### config.mk
export PLATFORM = sky130hd
export DESIGN_NAME = tdes_round_ctrl
export DESIGN_NICKNAME = d
export VERILOG_FILES = /design/src/rtl/tdes_pkg.sv /design/src/rtl/tdes_shift_sched.sv /design/src/rtl/tdes_round_ctrl.sv
export SDC_FILE = /design/constraint.sdc
export NUM_CORES = 1
export LEC_CHECK = 0
export ABC_CLOCK_PERIOD_IN_PS = 4110
export CORE_UTILIZATION = 40
export DETAILED_ROUTE_END_ITERATION = 7
export PLACE_DENSITY_LB_ADDON = 0.12
export SLEW_MARGIN = 20
export SYNTH_ARGS = -nofsm -noshare
export SYNTH_HDL_FRONTEND = slang
export SYNTH_SLANG_ARGS = --single-unit
### constraint.sdc
create_clock -name clk -period 4.11 [get_ports clk]
set_clock_uncertainty 0.2 [all_clocks]
set_input_delay 0.6165 -clock clk [delete_from_list [all_inputs] [get_ports clk]]
set_output_delay 0.6165 -clock clk [all_outputs]
set_load 0.005 [all_outputs]
### src/rtl/tdes_pkg.sv
// Shared TDES sequencer definitions: FSM state codes, key-select codes and the
// key-schedule rotate tables used by both this controller and the C/D datapath.
package tdes_pkg;

  typedef enum logic [2:0] {
    StIdle,
    StLoad,
    StRound,
    StWait,
    StPass,
    StDone
  } state_e;

  localparam logic [1:0] KEY_K1 = 2'd0;
  localparam logic [1:0] KEY_K2 = 2'd1;
  localparam logic [1:0] KEY_K3 = 2'd2;

  // Bit r set: encrypt-direction round r rotates by 2, else by 1.
  localparam logic [15:0] ENC_SHIFT2_MASK = 16'h7EFC;

  // Decrypt-direction rotate amount for round r lives in bits [2r+1:2r].
  // Round 0 rotates by 0 because PC1 already yields the K16 alignment.
  localparam logic [31:0] DEC_SHIFT_TABLE = 32'h6AA9_AAA4;

  // Key used for a pass: EDE encrypt walks K1,K2,K3; decrypt walks K3,K2,K1.
  function automatic logic [1:0] pass_key(input logic dec, input logic [1:0] pass,
                                          input int unsigned num_passes);
    if (num_passes == 1) return KEY_K1;
    return dec ? (KEY_K3 - pass) : pass;
  endfunction

endpackage

### src/rtl/tdes_shift_sched.sv
// Combinational key-schedule rotate amount for a given round and direction.
module tdes_shift_sched
  import tdes_pkg::*;
(
  input  logic [3:0] round_i,
  input  logic       dir_i,
  output logic [1:0] shift_o
);

  // Table lookup: right-rotate table for D passes, 1/2 mask for E passes.
  always_comb begin
    if (dir_i) begin
      shift_o = DEC_SHIFT_TABLE[{round_i, 1'b0} +: 2];
    end else begin
      shift_o = ENC_SHIFT2_MASK[round_i] ? 2'd2 : 2'd1;
    end
  end

endmodule

### src/rtl/tdes_round_ctrl.sv
// Round sequencer for the iterative DES/TDES core. Drives load, round-enable,
// key-select and key-schedule controls over NUM_PASSES x 16 rounds, then holds
// a result-valid handshake. Optional macro TDES_CTRL_ABORT_EN adds abort_i.
module tdes_round_ctrl
  import tdes_pkg::*;
#(
  parameter int unsigned NUM_PASSES = 3,
  parameter int unsigned SBOX_LAT   = 0
) (
  input  logic       clk,
  input  logic       rst_n,
  input  logic       start_i,
  input  logic       mode_dec_i,
  output logic       in_ready_o,
  output logic       busy_o,
  output logic       load_o,
  output logic       ks_load_o,
  output logic [1:0] key_sel_o,
  output logic       ks_dir_o,
  output logic [1:0] ks_shift_o,
  output logic       round_en_o,
  output logic       no_swap_o,
  output logic [3:0] round_o,
  output logic [1:0] pass_o,
  output logic       out_valid_o,
`ifdef TDES_CTRL_ABORT_EN
  input  logic       abort_i,
`endif
  input  logic       out_ready_i
);

  if (!(NUM_PASSES == 1 || NUM_PASSES == 3)) begin : g_bad_num_passes
    $error("tdes_round_ctrl: NUM_PASSES must be 1 or 3");
  end
  if (SBOX_LAT > 1) begin : g_bad_sbox_lat
    $error("tdes_round_ctrl: SBOX_LAT must be 0 or 1");
  end

  localparam logic [1:0] LastPass = 2'(NUM_PASSES - 1);

  state_e     state_q, state_d;
  logic [3:0] round_q, round_d;
  logic [1:0] pass_q, pass_d;
  logic       dec_q, dec_d;
  logic       commit;
  logic       abort;
  logic       dir;
  logic [1:0] sched_shift;

`ifdef TDES_CTRL_ABORT_EN
  assign abort = abort_i;
`else
  assign abort = 1'b0;
`endif

  // Pass direction: the middle pass of EDE runs opposite to the block mode.
  assign dir = dec_q ^ (pass_q == 2'd1);

  tdes_shift_sched u_shift_sched (
    .round_i (round_q),
    .dir_i   (dir),
    .shift_o (sched_shift)
  );

  // Next-state and counter update.
  always_comb begin
    state_d = state_q;
    round_d = round_q;
    pass_d  = pass_q;
    dec_d   = dec_q;
    commit  = 1'b0;
    unique case (state_q)
      StIdle: begin
        if (start_i) begin
          state_d = StLoad;
          dec_d   = mode_dec_i;
          round_d = 4'd0;
          pass_d  = 2'd0;
        end
      end
      StLoad:  state_d = StRound;
      StRound: begin
        if (SBOX_LAT != 0) state_d = StWait;
        else               commit  = 1'b1;
      end
      StWait:  commit  = 1'b1;
      StPass:  state_d = StRound;
      StDone: begin
        if (out_ready_i) begin
          state_d = StIdle;
          round_d = 4'd0;
          pass_d  = 2'd0;
          dec_d   = 1'b0;
        end
      end
      default: state_d = StIdle;
    endcase
    // A round finishes: advance round, and pass/terminate after round 15.
    if (commit) begin
      round_d = round_q + 4'd1;
      state_d = StRound;
      if (round_q == 4'd15) begin
        if (pass_q == LastPass) begin
          state_d = StDone;
        end else begin
          state_d = StPass;
          pass_d  = pass_q + 2'd1;
        end
      end
    end
    if (abort && state_q != StIdle) begin
      state_d = StIdle;
      round_d = 4'd0;
      pass_d  = 2'd0;
      dec_d   = 1'b0;
    end
  end

  // Control outputs decoded from the current state and counters.
  always_comb begin
    in_ready_o  = (state_q == StIdle);
    busy_o      = (state_q != StIdle);
    load_o      = (state_q == StLoad);
    ks_load_o   = (state_q == StLoad) || (state_q == StPass);
    key_sel_o   = busy_o ? pass_key(dec_q, pass_q, NUM_PASSES) : KEY_K1;
    ks_dir_o    = busy_o & dir;
    ks_shift_o  = ((state_q == StRound) || (state_q == StWait)) ? sched_shift : 2'd0;
    round_en_o  = commit;
    no_swap_o   = commit && (round_q == 4'd15);
    round_o     = round_q;
    pass_o      = pass_q;
    out_valid_o = (state_q == StDone);
  end

  // State and counter registers.
  always_ff @(posedge clk or negedge rst_n) begin
    if (!rst_n) begin
      state_q <= StIdle;
      round_q <= 4'd0;
      pass_q  <= 2'd0;
      dec_q   <= 1'b0;
    end else begin
      state_q <= state_d;
      round_q <= round_d;
      pass_q  <= pass_d;
      dec_q   <= dec_d;
    end
  end

endmodule

==> flow_results.xml <==
<?xml version="1.0" encoding="UTF-8"?>
<metrics>
  <group name="grt">
    <metric name="number_of_global_route_vias_before_repair" unit="">595</metric>
    <metric name="grt_max_degree" unit="">16</metric>
    <metric name="number_of_antenna_violations_at_the_first_check_in_global_routing" unit="">0</metric>
    <metric name="grt_first_pass_wirelength" unit="um">2470</metric>
    <metric name="grt_use_total" unit="%">17.35</metric>
    <metric name="grt_overflow_total" unit="">0</metric>
  </group>
  <group name="routing">
    <metric name="m1WireLength" unit="um">715</metric>
    <metric name="drt_first_pass_iters" unit="">5</metric>
    <metric name="vias_per_cell" unit="">5.016</metric>
    <metric name="drc_violation_count_after_routing" unit="">0</metric>
    <metric name="route.detailed.wl_per_inst" unit="um">11.42</metric>
    <metric name="drtIter0Drc" unit="">3</metric>
    <metric name="wl" unit="um">1473</metric>
    <metric name="highest_layer" unit="">met4</metric>
    <metric name="drt.antenna.violating_nets" unit="">0</metric>
    <metric name="wl_met2" unit="um">627</metric>
    <metric name="route.vias.total" unit="">647</metric>
    <metric name="detail_route_met3_wl" unit="um">90</metric>
  </group>
  <group name="outcome">
    <metric name="run_status" unit="">finished clean</metric>
  </group>
  <group name="cts">
    <metric name="cts.hold.buffers_added" unit="">0</metric>
    <metric name="tritoncts" unit="">built</metric>
    <metric name="clock-root-buffer" unit="">sky130_fd_sc_hd__clkbuf_4</metric>
    <metric name="cts_bufs_inserted" unit="">3</metric>
    <metric name="postCtsSetupRepairBufs" unit="">0</metric>
    <metric name="clock_tree.htree_level_count" unit="">1</metric>
    <metric name="clk_pin_slew" unit="ns">0.06</metric>
    <metric name="max-clock-path-buffers" unit="">2</metric>
    <metric name="clk-insertion-delay-late" unit="ns">0.26</metric>
    <metric name="tritoncts_num_sinks" unit="">10</metric>
    <metric name="cts_resized" unit="">0</metric>
  </group>
  <group name="layout">
    <metric name="area_delta_synth_final" unit="%">34.96</metric>
    <metric name="final_net_count" unit="">118</metric>
    <metric name="layoutNonFillerInstCount" unit="">129</metric>
    <metric name="antenna_cells" unit="">0</metric>
    <metric name="post_route_cells_drive_above_1_share" unit="%">7.619</metric>
    <metric name="number_of_fill_cells" unit="">146</metric>
  </group>
  <group name="floorplan">
    <metric name="core_area" unit="um2">1594</metric>
    <metric name="pin_count" unit="">23</metric>
    <metric name="floorplan.initialDensity" unit="%">45.13</metric>
    <metric name="floorplan.rows" unit="">14</metric>
    <metric name="die_area" unit="um2">1972</metric>
    <metric name="die_width" unit="um">44.41</metric>
    <metric name="die_height" unit="um">44.41</metric>
  </group>
  <group name="logic_synthesis">
    <metric name="synth.area.mux_share" unit="%">5.739</metric>
    <metric name="synth_fa_ha_area_share" unit="%">10.43</metric>
    <metric name="post-synth-top-area-fraction" unit="%">34.78</metric>
    <metric name="asyncSetResetFlopFracSynth" unit="%">100.0</metric>
    <metric name="synth_top_family_by_area" unit="">simple AND/OR/NAND/NOR gates</metric>
    <metric name="synth-seq-area-share" unit="%">34.78</metric>
    <metric name="fraction_of_the_mapped_netlist_area_in_compound_gates" unit="%">14.78</metric>
    <metric name="synth_area" unit="um2">719.4</metric>
    <metric name="synth_commonest_cells" unit="">sky130_fd_sc_hd__nor2_1 (11), sky130_fd_sc_hd__dfrtp_1 (10), sky130_fd_sc_hd__inv_1 (8), sky130_fd_sc_hd__o21ai_0 (8), sky130_fd_sc_hd__ha_1 (6)</metric>
    <metric name="synth_fp_nets" unit="">94</metric>
    <metric name="synth_warn" unit="">0</metric>
    <metric name="yosys-top-cells-area" unit="">sky130_fd_sc_hd__dfrtp_1 (35%), sky130_fd_sc_hd__ha_1 (10%), sky130_fd_sc_hd__nor2_1 (5.7%), sky130_fd_sc_hd__o21ai_0 (5.6%), sky130_fd_sc_hd__mux2i_1 (4.2%)</metric>
    <metric name="synth-simple-area-share" unit="%">24.70</metric>
    <metric name="synthXorXnorAreaFrac" unit="%">2.435</metric>
    <metric name="ys_ff_latch" unit="">10</metric>
    <metric name="ys_types" unit="">30</metric>
    <metric name="synth_cells" unit="">83</metric>
    <metric name="dominantRegCellSynth" unit="">sky130_fd_sc_hd__dfrtp_1</metric>
    <metric name="avgSynthCellArea" unit="um2">8.668</metric>
    <metric name="synth-edff-count" unit="">0</metric>
    <metric name="post-synth-top-area-cell" unit="">sky130_fd_sc_hd__dfrtp_1</metric>
    <metric name="yosys.cell_count.top_type" unit="">sky130_fd_sc_hd__nor2_1</metric>
  </group>
  <group name="power_and_ir_drop">
    <metric name="power.static_leakage" unit="nW">0.4180</metric>
    <metric name="p_per_area" unit="nW/um2">699.9</metric>
    <metric name="ir_drop" unit="mV">0.3443</metric>
  </group>
  <group name="sta">
    <metric name="fin_worst_hold_slack" unit="ns">0.3612</metric>
    <metric name="timing_hold_violations_final" unit="">0</metric>
    <metric name="maxSlewViolCount" unit="">0</metric>
    <metric name="timing.max_slew.rel_slack" unit="%">68.17</metric>
    <metric name="maxClockFrequency" unit="MHz">345.8</metric>
    <metric name="worst_pin_slew" unit="ns">0.4725</metric>
    <metric name="setup-violations-final" unit="">0</metric>
    <metric name="post-route-period-util" unit="%">70.36</metric>
    <metric name="period_needed" unit="ns">2.892</metric>
    <metric name="grt_setup_unrepaired" unit="">false</metric>
    <metric name="setup_tns" unit="ns">0</metric>
  </group>
  <group name="worst_setup_path">
    <metric name="crit_path_start_kind" unit="">flip-flop</metric>
    <metric name="timing.reg2reg.worst_path_depth" unit="">5</metric>
    <metric name="cp-end-kind" unit="">primary output</metric>
    <metric name="timing.critical_path.required" unit="ns">3.29</metric>
    <metric name="crit_path_max_fanout" unit="">8</metric>
    <metric name="critPathKind" unit="">flip-flop to primary output</metric>
    <metric name="arrival" unit="ns">2.08</metric>
  </group>
  <group name="job">
    <metric name="drv_cap" unit="">0</metric>
  </group>
  <group name="place">
    <metric name="port_buffers" unit="">22</metric>
    <metric name="gp_routability_congestion" unit="">0.7897</metric>
    <metric name="place.detailed.hpwl" unit="um">1121</metric>
    <metric name="placed_cells_incl_taps" unit="">126</metric>
  </group>
  <group name="min_path">
    <metric name="whs_path_depth" unit="">2</metric>
    <metric name="worst_hold_path_type" unit="">flip-flop to flip-flop</metric>
  </group>
</metrics>
## worst max-delay path: stages, from the launching register on
cell and delay (ns):
sky130_fd_sc_hd__dfrtp_1 0.46, sky130_fd_sc_hd__ha_1 0.29, sky130_fd_sc_hd__mux2_2 0.28, sky130_fd_sc_hd__a221oi_1 0.25, sky130_fd_sc_hd__a211oi_1 0.08, sky130_fd_sc_hd__clkdlybuf4s50_1 0.45
## sequential cells by signal (all words and copies together), names as in the netlist
register and cells:
dec_q 1, round_o 4, pass_o 2, state_q 3
## layer usage
layer	vias to the layer above	global-route usage [%]
met4	0	10.91
met5	-	0
met2	25	26.76
met3	5	2.857
met1	285	22.51
li1	332	-
## report_power, final
group / switching, mW / internal, mW / leakage, nW
clock: 0.0339 / 0.0339 / 0.0138
sequential: 0.0726 / 0.136 / 0.127
combinational: 0.155 / 0.249 / 0.277
## metrics by stage
stage	instance area [um2]	setup WS (ns)	util [%]	total power [mW]
3_5_place_dp	948.4	1.510	59.50	0.6160
4_1_cts	970.9	1.222	60.91	0.6858
5_1_grt	970.9	1.098	60.91	0.7439
2_1_floorplan	719.4	2.006	-	0.4136
6_report	970.9	1.218	60.91	0.6795
3_3_place_gp	948.4	1.532	59.50	0.6136
## cell usage in the layout (no fill, tap or decap), types with 2 or more instances in the layout
cell type | synthesis | routed
sky130_fd_sc_hd__nand3_1 | 4 | 4
sky130_fd_sc_hd__nand2_1 | 5 | 5
sky130_fd_sc_hd__mux2i_1 | 3 | 3
sky130_fd_sc_hd__a21oi_1 | 2 | 2
sky130_fd_sc_hd__nor3_1 | 2 | 2
sky130_fd_sc_hd__clkbuf_4 | 0 | 3
sky130_fd_sc_hd__dfrtp_1 | 10 | 10
sky130_fd_sc_hd__xnor2_1 | 2 | 2
sky130_fd_sc_hd__nor2_1 | 11 | 11
sky130_fd_sc_hd__or3_1 | 2 | 2
sky130_fd_sc_hd__clkdlybuf4s50_1 | 0 | 22
sky130_fd_sc_hd__ha_1 | 6 | 6
sky130_fd_sc_hd__nor2b_1 | 2 | 2
sky130_fd_sc_hd__inv_1 | 8 | 8
sky130_fd_sc_hd__o21ai_0 | 8 | 8
## cell type report
type | instances | area (um2) | area share [%]
tap | 24 | 30.03 | 3.093
timing repair buffer | 22 | 220.2 | 22.68
sequential | 10 | 250.2 | 25.77
inverter | 8 | 30.03 | 3.093
clock buffer | 3 | 22.52 | 2.320
multi-input combinational | 62 | 417.9 | 43.04
## logic make-up after synthesis
logic type | count (synthesis)
flops | 10
simple gates | 33
mux | 4
fa+ha+maj | 6
xor+xnor | 2
buf+inv | 11
compound gates | 17
## path summary, 6_finish.rpt
path                            startpoint             to  slack, ns
worst max-delay path            round_o[0]  ks_shift_o[0]       1.22
worst min-delay path                 dec_q          dec_q       0.36
worst max register to register  round_o[0]      pass_o[0]       2.35
worst min register to register       dec_q          dec_q       0.36
max in group asynchronous            rst_n     round_o[0]       2.91
min in group asynchronous            rst_n     round_o[3]       0.47
Power figures use the tool's default switching activity.
